**src/rtl/rfarb_pkg.sv**
```systemverilog
// Shared types, sizes and field helpers for the register-file write arbiter.
package rfarb_pkg;

  localparam int unsigned XLEN    = 32;
  localparam int unsigned REG_AW  = 5;
  localparam int unsigned NREGS   = 32;
  localparam int unsigned MAX_REQ = 8;

  typedef enum logic {
    ST_INIT,
    ST_RUN
  } state_e;

  // Data field i of a flattened requester bus (zero-extended to MAX_REQ fields).
  function automatic logic [XLEN-1:0] field_data(input logic [MAX_REQ*XLEN-1:0] vec,
                                                 input int unsigned i);
    return XLEN'(vec >> (i * XLEN));
  endfunction

  // Address field i of a flattened requester bus (zero-extended to MAX_REQ fields).
  function automatic logic [REG_AW-1:0] field_addr(input logic [MAX_REQ*REG_AW-1:0] vec,
                                                   input int unsigned i);
    return REG_AW'(vec >> (i * REG_AW));
  endfunction

endpackage

```
**src/rtl/rr_arbiter.sv**
```systemverilog
// Combinational round-robin picker: searches from ptr+1, wrapping modulo N.
module rr_arbiter #(
  parameter  int unsigned N  = 2,
  localparam int unsigned PW = (N > 1) ? $clog2(N) : 1
) (
  input  logic [N-1:0]  req,
  input  logic [PW-1:0] ptr,
  output logic [N-1:0]  gnt,
  output logic [PW-1:0] idx
);

  int unsigned  pos;
  logic         found;
  logic [N-1:0] one_pos;

  // First requester after the last winner gets the grant.
  always_comb begin
    gnt     = '0;
    idx     = '0;
    found   = 1'b0;
    pos     = 0;
    one_pos = '0;
    for (int unsigned k = 1; k <= N; k++) begin
      pos = 32'(ptr) + k;
      if (pos >= N) pos = pos - N;
      one_pos = N'(1) << pos;
      if (!found && ((req & one_pos) != '0)) begin
        found = 1'b1;
        gnt   = one_pos;
        idx   = PW'(pos);
      end
    end
  end

endmodule

```
**src/rtl/regfile_wr_arbiter.sv**
```systemverilog
// Register-file write sequencer: clears x0..x31 after reset, then round-robins
// the single write port among NREQ writeback requesters. Writes to x0 are
// accepted but suppressed. Optional read bypass under RFARB_BYPASS_EN.
module regfile_wr_arbiter
  import rfarb_pkg::*;
#(
  parameter int unsigned NREQ = 2
) (
  input  logic                     clk_Regs,
  input  logic                     rst,
  input  logic                     wr_hold,
  input  logic [NREQ-1:0]          req_valid,
  output logic [NREQ-1:0]          req_ready,
  input  logic [NREQ*REG_AW-1:0]   req_addr,
  input  logic [NREQ*XLEN-1:0]     req_data,
  output logic                     Reg_Write,
  output logic [REG_AW-1:0]        W_Addr,
  output logic [XLEN-1:0]          W_Data,
  output logic                     init_done
`ifdef RFARB_BYPASS_EN
  ,
  input  logic [REG_AW-1:0]        rd_addr_a,
  input  logic [REG_AW-1:0]        rd_addr_b,
  input  logic [XLEN-1:0]          rf_data_a,
  input  logic [XLEN-1:0]          rf_data_b,
  output logic [XLEN-1:0]          fwd_data_a,
  output logic [XLEN-1:0]          fwd_data_b
`endif
);

  localparam int unsigned PW = (NREQ > 1) ? $clog2(NREQ) : 1;

  state_e                   state_q, state_d;
  logic [REG_AW-1:0]        cnt_q, cnt_d;
  logic [PW-1:0]            rr_ptr_q, rr_ptr_d;
  logic                     reg_write_d;
  logic [REG_AW-1:0]        w_addr_d;
  logic [XLEN-1:0]          w_data_d;
  logic                     init_done_d;

  logic [NREQ-1:0]          cand;
  logic [NREQ-1:0]          gnt;
  logic [PW-1:0]            gnt_idx;
  logic [MAX_REQ*REG_AW-1:0] addr_ext;
  logic [MAX_REQ*XLEN-1:0]   data_ext;
  logic [REG_AW-1:0]        sel_addr;
  logic [XLEN-1:0]          sel_data;

  // Only RUN with no hold may offer candidates to the arbiter.
  assign cand = ((state_q == ST_RUN) && !wr_hold) ? req_valid : '0;

  rr_arbiter #(.N(NREQ)) u_rr (
    .req (cand),
    .ptr (rr_ptr_q),
    .gnt (gnt),
    .idx (gnt_idx)
  );

  // Grant is combinational so a requester sees ready in the transfer cycle.
  assign req_ready = gnt;

  assign addr_ext = (MAX_REQ*REG_AW)'(req_addr);
  assign data_ext = (MAX_REQ*XLEN)'(req_data);
  assign sel_addr = field_addr(addr_ext, 32'(gnt_idx));
  assign sel_data = field_data(data_ext, 32'(gnt_idx));

  // Next-state and next-output selection for the clear sequence and arbitration.
  always_comb begin
    state_d     = state_q;
    cnt_d       = cnt_q;
    rr_ptr_d    = rr_ptr_q;
    reg_write_d = 1'b0;
    w_addr_d    = W_Addr;
    w_data_d    = W_Data;
    init_done_d = init_done;
    case (state_q)
      ST_INIT: begin
        reg_write_d = 1'b1;
        w_addr_d    = cnt_q;
        w_data_d    = '0;
        cnt_d       = cnt_q + 1'b1;
        if (cnt_q == REG_AW'(NREGS - 1)) begin
          state_d     = ST_RUN;
          init_done_d = 1'b1;
        end
      end
      ST_RUN: begin
        if (gnt != '0) begin
          rr_ptr_d    = gnt_idx;
          w_addr_d    = sel_addr;
          w_data_d    = sel_data;
          reg_write_d = (sel_addr != '0);
        end
      end
      default: begin
        state_d = ST_INIT;
      end
    endcase
  end

  // State and registered write-port outputs.
  always_ff @(posedge clk_Regs or posedge rst) begin
    if (rst) begin
      state_q   <= ST_INIT;
      cnt_q     <= '0;
      rr_ptr_q  <= PW'(NREQ - 1);
      Reg_Write <= 1'b0;
      W_Addr    <= '0;
      W_Data    <= '0;
      init_done <= 1'b0;
    end else begin
      state_q   <= state_d;
      cnt_q     <= cnt_d;
      rr_ptr_q  <= rr_ptr_d;
      Reg_Write <= reg_write_d;
      W_Addr    <= w_addr_d;
      W_Data    <= w_data_d;
      init_done <= init_done_d;
    end
  end

`ifdef RFARB_BYPASS_EN
  // Forward the in-flight write to the read ports.
  assign fwd_data_a = (Reg_Write && (W_Addr == rd_addr_a)) ? W_Data : rf_data_a;
  assign fwd_data_b = (Reg_Write && (W_Addr == rd_addr_b)) ? W_Data : rf_data_b;
`endif

endmodule
```
**config.mk**
```make
export PLATFORM = sky130hd
export DESIGN_NAME = regfile_wr_arbiter
export DESIGN_NICKNAME = d
export VERILOG_FILES = /design/src/rtl/rfarb_pkg.sv /design/src/rtl/rr_arbiter.sv /design/src/rtl/regfile_wr_arbiter.sv
export SDC_FILE = /design/constraint.sdc
export NUM_CORES = 1
export LEC_CHECK = 0
export CORE_ASPECT_RATIO = 0.8
export CORE_MARGIN = 2
export CORE_UTILIZATION = 40
export CTS_BUF_LIST = sky130_fd_sc_hd__clkbuf_4 sky130_fd_sc_hd__clkbuf_8
export CTS_CLUSTER_DIAMETER = 40
export DETAILED_ROUTE_END_ITERATION = 12
export PLACE_DENSITY_LB_ADDON = 0.3
export SETUP_SLACK_MARGIN = 0.05
export SYNTH_ARGS = -nofsm -noshare
export SYNTH_HDL_FRONTEND = slang
export SYNTH_SLANG_ARGS = --single-unit
```
**constraint.sdc**
```tcl
create_clock -name clk_Regs -period 2.1 [get_ports clk_Regs]
set_input_delay 0.315 -clock clk_Regs [delete_from_list [all_inputs] [get_ports clk_Regs]]
set_output_delay 0.315 -clock clk_Regs [all_outputs]
set_load 0.01 [all_outputs]
```
* Word-level counts from Yosys, hierarchy flattened
Cells that the tools add are included.
** Operators by class
- Equality and inequality tests :: 2
- Add/subtract/negate cells :: 5
- Muxes and demuxes :: 16
- Div/mod/pow operators :: 0
- Bitwise operators :: 3
- Magnitude comparators :: 2
- Shift operators :: 4
- Reduce and logical (&&, ||, !) cells :: 10
- Multipliers :: 1
** Operators with widths (count)
- $mux W32 :: 3
- $ge A32 B2 Y1 const B :: 2
- $pmux W32 S2 :: 1
- $shl A1 B32 Y2 const A :: 2
- $shr A64 B6 Y32 :: 1
- $sub A32 B2 Y32 const B :: 2
- $pmux W5 S2 :: 1
- $shr A10 B4 Y5 :: 1
- $mux W1 :: 6
- $mux W2 :: 3
- $reduce_bool A2 Y1 :: 3
- $add A5 B1 Y5 const B :: 1
- $eq A5 B5 Y1 const B :: 1
- $mux W5 :: 1
- $reduce_bool A5 Y1 :: 1
- $and A2 B2 Y2 :: 2
- $mul A1 B3 Y4 const B :: 1
- $reduce_and A2 Y1 :: 2
- $add A1 B2 Y3 const B :: 1
- $add A1 B1 Y2 const B :: 1
- $logic_and A1 B1 Y1 :: 2
- $logic_not A1 Y1 :: 2
- $ne A2 B1 Y1 const B :: 1
- $pmux W1 S2 :: 1
- $not A1 Y1 :: 1
** Storage, ports and cells
- Latch bits :: 0
- Memory bits (read-only) :: 0
- Memories kept :: 0
- Logic and storage cells :: 50
- Flip-flop bits (word level) :: 46
- RAM bits :: 0
- Output and inout port bits :: 41

* Logic depth before layout (Yosys ltp)
Gate-level depths: netlist of run 1.
- Depth in word-level cells :: 15
- Gate-level depth with buffers :: 6

* Modules after synthesis
A second synthesis of run 1 with hierarchy kept.
** Unflattened totals
- Cell total of the unflattened synthesis :: 204
- Area total of the unflattened synthesis :: 2217.1 um^2
** Modules (own cells, without submodules)
- regfile_wr_arbiter :: seq. area each 1152.4 um^2, area each 2190.9 um^2, times used 1, cells an instance 200
- rr_arbiter :: seq. area each 0.0 um^2, area each 26.3 um^2, times used 1, cells an instance 4

* Worst setup path before layout of run 1
OpenSTA, ideal clock, no wires.
- Path type :: input to output
- Start :: input port wr_hold
- End :: output port req_ready[1]
- Cell stages on the path :: 6
- Buffers on the path :: 4
- Path slack :: 0.510 ns
- Data arrival time :: 1.275 ns
- Data required time :: 1.785 ns
- Cells stage by stage :: buf_2 and3b_1 and2_1 buf_4 buf_6 buf_4
** On the way
- Cells in the longest elaborated chain, start to end :: 9
- Elaborated cells on any way between the ends :: 12
- Classes of those cells :: 4 x mux; 2 x bitwise; 6 x reduce/logical
** Ends and longest elaborated chain
- start, declared :: RTL line regfile_wr_arbiter.sv:11 : input logic wr_hold,
- $logic_not A1 Y1 (*) :: RTL line regfile_wr_arbiter.sv:50 : assign cand = ((state_q == ST_RUN) && !wr_hold) ? req_valid : '0;
- $logic_and A1 B1 Y1 (*) :: RTL line regfile_wr_arbiter.sv:50
- $mux W2 (*) :: RTL line regfile_wr_arbiter.sv:50
- $and A2 B2 Y2 :: RTL line rr_arbiter.sv:27 : if (!found && ((req & one_pos) != '0)) begin
- $reduce_bool A2 Y1 :: RTL line rr_arbiter.sv:27
- $mux W1 :: RTL line rr_arbiter.sv:27
- $logic_not A1 Y1 :: RTL line rr_arbiter.sv:27
- $logic_and A1 B1 Y1 :: RTL line rr_arbiter.sv:27
- $mux W2 (*) :: RTL line rr_arbiter.sv:27
- end, declared :: RTL line regfile_wr_arbiter.sv:13 : output logic [NREQ-1:0] req_ready,
Every way passes the cells marked *; elsewhere a longest branch is shown, timed or not.

* Worst setup path after layout of run 1
- Start :: input port req_valid[1]
- End :: output port req_ready[1]
** On the way
- Cells in the longest elaborated chain, start to end :: 7
- Elaborated cells on any way between the ends :: 10
- Classes of those cells :: 4 x mux; 2 x bitwise; 4 x reduce/logical
** Ends and longest elaborated chain
- start, declared :: RTL line regfile_wr_arbiter.sv:12 : input logic [NREQ-1:0] req_valid,
- $mux W2 (*) :: RTL line regfile_wr_arbiter.sv:50
- $and A2 B2 Y2 :: RTL line rr_arbiter.sv:27
- $reduce_bool A2 Y1 :: RTL line rr_arbiter.sv:27
- $mux W1 :: RTL line rr_arbiter.sv:27
- $logic_not A1 Y1 :: RTL line rr_arbiter.sv:27
- $logic_and A1 B1 Y1 :: RTL line rr_arbiter.sv:27
- $mux W2 (*) :: RTL line rr_arbiter.sv:27
Marks and branches as above.

==> flow_summary_export.csv, run 1 <==
group,metric,value,unit
run_status,outcome,"finished, final reports clean",
critical_path,crit_type,"primary input to primary output",
synth,syn_area,2530,µm²
timing,timing.final.crit_period,1.96,ns
detailed_routing,detail-route-antenna-nets,0,
cts,cts_setup_buffers,0,
timing,hold_viol_final,0,
detailed_routing,drcViolationCount,0,
cells_and_area,syn_to_final_growth,55.4,%
global_routing,grt_pass1_wl,12300,µm
cts,numCtsBuffers,5,
critical_path,path_cells,"clkdlybuf4s50_1 -> and3b_1 -> and2_2 -> clkdlybuf4s50_1",
place,placed_cell_area,3840,µm²
cts,tritoncts,"done",
detailed_routing,routedWlPerCell,16.8,µm
critical_path,worstPathRequired,1.78,ns
die,rows,25,
cells_and_area,drive_above_1_share,0.110,
die,start_util,0.421,
critical_path,crit_fanout,2,
pwr,powerDensity,616,nW/µm²
detailed_routing,vias_per_cell,5.49,
critical_path,path_buf_inv,2,
cts,cts_max_path_buffers,2,
place,routabilityCongestion,0.739,
cts,root_buffer,"clkbuf_8",
cells_and_area,instances_no_fill,454,
timing,timing.fmax,0.509,GHz
place,place_ws,0.0648,ns
die,top_level_ports,120,
pwr,leakagePower,1.62,nW
global_routing,gr-total-overflow,0,
global_routing,grt_pass1_vias,2517,
timing,worstMarginPinSlew,0.488,ns
place,buffer_ports.inserted,119,
detailed_routing,drtIter0Drc,152,
cts,worst_skew_pair.late_latency,0.29,ns
die,chipWidth,92.9,µm
worst_hold_path,hold_path.class,"primary input to async pin",
timing,fin_ws,0.136,ns
cts,clk_pin_slew_worst_paths,0.08,ns
critical_path,cp_top_family,"buffers and inverters",
critical_path,arrival,1.65,ns
die,core-area,6010,µm²
die,dieArea,6980,µm²
timing,whs,0.342,ns
global_routing,grt_max_degree,39,
cells_and_area,final_nets,454,
timing,setup_viol,0,
critical_path,cp-end-kind,"primary output",
synth,syn_area_per_cell,9.77,µm²
critical_path,critPathMaxStageDelay,0.52,ns
timing,period_share,0.935,
timing,slew_viol_final,0,
die,die_h,75.1,µm
synth,synth-seq-area-share,0.455,
cts,clock-sinks,46,
synth,yosysWarnings,0,
detailed_routing,routed-via-count,2491,
global_routing,grt.total_usage,0.223,
synth,synth_seq_cells,46,
detailed_routing,dr.pass1.iters,4,
pwr,irDropWorstVdd,288,µV
timing,relSlewSlack,0.675,
cts,cts-htree-levels,2,
place,dp_hpwl,5350,µm
critical_path,cp_common_cell,"clkdlybuf4s50_1",
synth,synthCells,259,
timing,rsz0062_at_grt,"false",
synth,syn_nets,340,
critical_path,start_kind,"primary input",
timing,fin_setup_tns,0,ns
critical_path,crit_slowest_cell,"clkdlybuf4s50_1",
place,dpl.cell_count,447,
synth,synth_cell_types,30,
cells_and_area,finalInstanceArea,3930,µm²
global_routing,antenna_found_initial,1,
cells_and_area,mostFrequentLayoutCells,"118 x clkdlybuf4s50_1, 45 x dfrtp_1, 39 x inv_1",
cells_and_area,layout_commonest_cell,"clkdlybuf4s50_1",
run,max-cap-violations,0,
detailed_routing,wl,7620,µm
cts,postCtsHoldBufs,0,
timing,finClkSkew,0.00315,ns
registers in the layout, indices dropped and copies added (netlist names):
signal	cells
Reg_Write	1
W_Addr	5
W_Data	32
cnt_q	5
init_done	1
rr_ptr_q	1
state_q	1
where the power goes:
group          switching [mW]  internal (mW)
Sequential             0.0707           1.01
Clock                   0.280          0.254
Combinational           0.337          0.474
kinds of logic after synthesis:
group	count (synthesis)	synth area share
simple gates	56	0.116
flops	46	0.455
xor+xnor	3	0.0104
fa+ha+maj	2	0.00989
buf+inv	69	0.118
mux	2	0.00890
compound gates	81	0.281
worst paths after layout:
path / from / slack [ns] / to / cells after the start
worst min register to register: init_done / 0.47 / init_done / 1
worst min-delay path: rst / 0.34 / W_Data[21] / 2
max in group asynchronous: rst / 1.26 / W_Data[29] / 3
min in group clk_Regs: init_done / 0.47 / init_done / 1
worst max-delay path: req_valid[1] / 0.14 / req_ready[1] / 4
worst max register to register: rr_ptr_q / 0.58 / W_Data[24] / 4
metal layers:
layer | wire length [µm] | GRT usage
met1 | 3400 | 0.301
met2 | 3620 | 0.380
met3 | 528 | 0.0460
met4 | 65 | 0.0474
met5 | 0 | 0
repair_timing:
item,CTS,global route
hold endpoints to repair,0,0
resized for setup,0,2
setup endpoints to repair,0,2
metrics by stage:
stage	power, mW	util
finish	2.42	0.655
global route	2.55	0.655
CTS	2.44	0.653
detailed placement	1.91	0.640
global placement	1.89	0.640
floorplan	1.43	-
layout make-up:
cell class | instances | area, µm²
diodes | 1 | 2.50
clock buffers | 6 | 82.6
fillers | 514 | 2070
inverters | 40 | 150
multi-input cells | 144 | 1100
flip-flops and latches | 46 | 1150
well taps | 81 | 101
repair buffers | 136 | 1350
synthesized netlist by cell type (all sizes together):
master,n,share of area
buf,14,0.037
o211ai,32,0.095
a31oi,6,0.015
a21o,1,0.0030
a21oi,1,0.0020
and3,1,0.0025
dfrtp,45,0.45
a221oi,1,0.0059
and2,1,0.0025
a2111oi,1,0.0040
nor2b,6,0.015
nand2,3,0.0045
and3b,1,0.0035
nand3,38,0.075
o21bai,1,0.0030
xnor2,3,0.010
clkbuf,15,0.022
o21ai,1,0.0020
dfstp,1,0.010
mux2,2,0.0089
o311ai,37,0.15
or4,2,0.0059
or2,1,0.0025
ha,2,0.0099
inv,40,0.059
nor2,3,0.0045
Power figures use the tool's default switching activity.
==> run 2, diff against run 1 <==
- CORE_ASPECT_RATIO: 0.8 -> 0.6
- TNS_END_PERCENT: not set -> 100
==> run 2 against run 1 <==
Register-to-register slack worse by 0.04 ns. Clock power grew 25%. Sequential cell count did not move. Cell count rose by 0.88%. Critical path type unchanged. Largest cell class unchanged.
==> flow_summary_export.csv, run 2 (same netlist as run 1, synthesis figures left out) <==
group,metric,value,unit
place,dp_hpwl,5430,µm
timing,relSlewSlack,0.619,
timing,hold_viol_final,0,
timing,finClkSkew,0.00453,ns
cts,worst_skew_pair.late_latency,0.29,ns
global_routing,grt_use_met2,0.339,
detailed_routing,dr.pass1.iters,4,
global_routing,grt.total_usage,0.223,
cells_and_area,fin_util,0.650,
global_routing,antenna_found_initial,0,
timing,fin_setup_tns,0,ns
cts,tritoncts,"done",
detailed_routing,vias_per_cell,5.53,
global_routing,grt_pass1_wl,12400,µm
run_status,outcome,"finished, final reports clean",
die,rows,22,
cells_and_area,final_nets,454,
cells_and_area,diodes,0,
detailed_routing,detail-route-antenna-nets,0,
timing,period_share,0.917,
cells_and_area,mostFrequentLayoutCells,"117 x clkdlybuf4s50_1, 45 x dfrtp_1, 39 x inv_1",
die,chipWidth,107,µm
cells_and_area,drive_above_1_share,0.112,
cts,cts_max_path_buffers,2,
critical_path,crit_fanout,5,
die,die_h,65.6,µm
timing,timing.final.crit_period,1.93,ns
cts,clk_pin_slew_worst_paths,0.08,ns
timing,slew_viol_final,0,
timing,whs,0.341,ns
die,top_level_ports,120,
detailed_routing,routedWlPerCell,16.6,µm
critical_path,critPathMaxStageDelay,0.55,ns
cells_and_area,top_regs,"W_Data: 32 flops, W_Addr: 5 flops, cnt_q: 5 flops",
run,max-cap-violations,0,
detailed_routing,drtIter0Drc,97,
pwr,irDropWorstVdd,430,µV
critical_path,crit_slowest_cell,"clkdlybuf4s50_1",
detailed_routing,routed-via-count,2535,
critical_path,arrival,1.61,ns
global_routing,use_met3,0.0794,
cells_and_area,layout_commonest_cell,"clkdlybuf4s50_1",
global_routing,grt_max_degree,49,
place,place_ws,-0.180,ns
die,start_util,0.414,
timing,fin_ws,0.175,ns
critical_path,cp-end-kind,"primary output",
critical_path,worstPathRequired,1.78,ns
cells_and_area,largest_register_ffs,32,
worst_hold_path,hold_path.class,"primary input to async pin",
timing,setup_viol,0,
timing,worstMarginPinSlew,0.570,ns
pwr,leakagePower,1.64,nW
detailed_routing,wl,7580,µm
critical_path,crit_type,"primary input to primary output",
pwr,p_total,2.56,mW
global_routing,gr-total-overflow,0,
global_routing,grt_util_met1,0.309,
cells_and_area,syn_to_final_growth,57.1,%
place,routabilityCongestion,0.746,
global_routing,top_usage_layer,"met2",
die,core-area,6110,µm²
timing,timing.fmax,0.519,GHz
place,buffer_ports.inserted,119,
detailed_routing,drcViolationCount,0,
cts,postCtsHoldBufs,0,
critical_path,start_kind,"primary input",
pwr,powerDensity,645,nW/µm²
global_routing,grt_pass1_vias,2498,
timing,rsz0062_at_grt,"false",
cts,root_buffer,"clkbuf_8",
cells_and_area,top_register,"W_Data",
die,dieArea,7000,µm²
cts,numCtsBuffers,5,
cts,clock-sinks,46,
critical_path,path_cells,"clkdlybuf4s50_1 -> buf_4 -> nand2_1 -> and2_2 -> dlygate4sd2_1",
cts,cts-htree-levels,2,
[run 2: area by class of cell]
class                      instances  area (µm²)
sequential                        46        1150
fill                             541        2140
inverter                          40         150
clock inverter                     1        30.0
clock buffer                       7        83.8
timing repair buffer             136        1350
tap                               84         105
multi-input combinational        144        1100
[run 2: worst paths after layout]
kind | to | cells after the start | start | slack [ns]
worst max register to register | Reg_Write | 4 | state_q | 0.54
min in group clk_Regs | init_done | 1 | init_done | 0.49
worst min register to register | init_done | 1 | init_done | 0.49
max in group asynchronous | W_Data[11] | 3 | rst | 1.28
worst min-delay path | W_Data[29] | 2 | rst | 0.34
worst max-delay path | req_ready[1] | 5 | req_valid[0] | 0.17
[run 2: what timing repair did]
action | CTS | global route
resized for setup | 2 | 1
buffers inserted | 1 | 0
setup endpoints to repair | 2 | 7
[run 2: layer usage]
layer	vias up	wire, µm
met3	5	765
met2	101	3410
li1	1188	-
met4	0	31
met5	-	0
met1	1241	3380
[run 2: critical path: cells and delay by family]
| family | cells | cell delay, ns |
|---|---|---|
| buffers and inverters | 3 | 1.03 |
| AND/OR/NAND/NOR | 2 | 0.27 |
[run 2: where the power goes]
group          leakage, nW  switching, mW  internal (mW)
combinational         1.03          0.344          0.476
clock               0.0593          0.286          0.382
sequential           0.552         0.0703           1.01
total                 1.64          0.700           1.86
[run 2: per-stage QoR]
step,instances,cell area (µm²)
floorplan,259,2530
global placement,449,3850
detailed placement,449,3850
CTS,458,3970
global route,458,3970
finish,458,3970
==> run 3, diff against run 2 <==
- PLACE_DENSITY_LB_ADDON: 0.3 -> 0.08
==> run 3 against run 2 <==
Fmax increased by 4.5%. Sequential share of layout area grew 0.19 points. Count of clock-buffer cells in the layout rose by 1. Routed wire length is 1.1% lower. Largest cell class unchanged. Non-clock buffer count is 1 lower. Combinational power hardly changed. Utilization fell by 0.35 points. Clock skew hardly changed. Via count decreased by 3.0%. Sequential power about the same. Register-to-register slack better by 0.03 ns.
==> flow_summary_export.csv, run 3 (same netlist as run 1, synthesis figures left out) <==
group,metric,value,unit
run_status,outcome,"finished, final reports clean",
cts,tritoncts,"done",
detailed_routing,drtIter0Drc,73,
place,dpl.cell_count,449,
pwr,p_total,2.47,mW
global_routing,grt_max_degree,39,
die,rows,22,
cts,root_buffer,"clkbuf_8",
critical_path,arrival,1.53,ns
cts,clock-sinks,46,
timing,rsz0062_at_grt,"false",
timing,whs,0.305,ns
place,routabilityCongestion,0.727,
die,dieArea,7000,µm²
global_routing,grt.total_usage,0.228,
critical_path,worstPathRequired,1.78,ns
global_routing,antenna_found_initial,0,
detailed_routing,vias_per_cell,5.38,
cells_and_area,largest_register_ffs,32,
cells_and_area,top_register,"W_Data",
timing,timing.final.crit_period,1.84,ns
cells_and_area,fin_util,0.647,
detailed_routing,drcViolationCount,0,
pwr,irDropWorstVdd,291,µV
place,buffer_ports.inserted,119,
detailed_routing,routedWlPerCell,16.4,µm
critical_path,crit_slowest_cell,"clkdlybuf4s50_1",
global_routing,gr-total-overflow,0,
cells_and_area,mostFrequentLayoutCells,"117 x clkdlybuf4s50_1, 44 x dfrtp_1, 39 x inv_1",
detailed_routing,routed-via-count,2460,
timing,slew_viol_final,0,
worst_hold_path,hold_path.class,"primary input to async pin",
cts,cts-htree-levels,2,
cells_and_area,finalInstanceArea,3950,µm²
cts,clk_pin_slew_worst_paths,0.08,ns
cts,cts_max_path_buffers,2,
cells_and_area,top_regs,"W_Data: 32 flops, W_Addr: 5 flops, cnt_q: 5 flops",
die,core-area,6110,µm²
cts,worst_skew_pair.late_latency,0.30,ns
critical_path,crit_type,"primary input to primary output",
timing,relSlewSlack,0.672,
critical_path,path_cells,"clkdlybuf4s50_1 -> and3b_1 -> and2_2 -> dlygate4sd2_1",
cts,cts_setup_buffers,0,
cells_and_area,final_nets,453,
cells_and_area,syn_to_final_growth,56.2,%
global_routing,grt_pass1_wl,12400,µm
timing,worstMarginPinSlew,0.491,ns
timing,period_share,0.878,
timing,fin_ws,0.257,ns
place,placed_cell_area,3850,µm²
critical_path,start_kind,"primary input",
cells_and_area,instances_no_fill,457,
cts,numCtsBuffers,5,
global_routing,grt_pass1_vias,2469,
die,chipWidth,107,µm
critical_path,cp-end-kind,"primary output",
pwr,leakagePower,1.64,nW
place,dp_hpwl,5370,µm
critical_path,crit_fanout,4,
run,max-cap-violations,0,
critical_path,r2r-end,"Reg_Write",
timing,timing.fmax,0.543,GHz
cts,postCtsHoldBufs,0,
cells_and_area,diodes,0,
detailed_routing,wl,7500,µm
critical_path,critPathMaxStageDelay,0.52,ns
place,place_ws,0.0471,ns
cells_and_area,layout_commonest_cell,"clkdlybuf4s50_1",
critical_path,r2r_slack,0.57,ns
timing,setup_viol,0,
timing,hold_viol_final,0,
die,die_h,65.6,µm
cells_and_area,drive_above_1_share,0.115,
critical_path,critPathLaunch,"wr_hold",
timing,finClkSkew,0.00473,ns
detailed_routing,detail-route-antenna-nets,0,
timing,fin_setup_tns,0,ns
critical_path,r2r_start,"rr_ptr_q",
die,top_level_ports,120,
critical_path,r2r_cells,4,
die,start_util,0.414,
critical_path,cp-endpoint,"req_ready[1]",
pwr,powerDensity,626,nW/µm²
detailed_routing,dr.pass1.iters,4,
-- run 3: layer usage --
metal  vias up  track usage  share of wire
met4         0       0.0487         0.0065
met5         -            0              0
met1      1176        0.319           0.48
li1       1188            -              -
met2        92        0.354           0.43
met3         4       0.0645          0.080
-- run 3: worst min path at each step --
| stage | end | cells past startpoint | slack (ns) |
|---|---|---|---|
| after floorplan | rr_ptr_q | 1 | 0.38 |
| after global placement | init_done | 1 | 0.44 |
| after detailed placement | init_done | 1 | 0.45 |
| after CTS | W_Data[28] | 2 | 0.31 |
| after global routing | state_q | 2 | 0.33 |
| final | state_q | 2 | 0.30 |
-- run 3: report_power, final --
group	internal [mW]	total [mW]	leakage, nW	switching [mW]
Clock	0.295	0.583	0.0523	0.289
Sequential	1.01	1.07	0.552	0.0685
Combinational	0.475	0.816	1.04	0.341
Total	1.78	2.47	1.64	0.698
-- run 3: area by class of cell --
cell class	instances	area [µm²]
Multi-Input combinational cell	144	1100
Fill cell	507	2160
Sequential cell	46	1150
Inverter	40	150
Tap cell	84	105
Timing Repair Buffer	135	1350
Clock buffer	8	97.6
-- run 3: repair_timing --
action | 4_1_cts | 5_1_grt
pin swaps | 0 | 0
setup endpoints to repair | 1 | 1
resized for setup | 1 | 2
-- run 3: critical path: cells and delay by family --
family | cells | cell delay (ns)
buffers and inverters | 2 | 0.81
and+or+nand+nor | 2 | 0.40
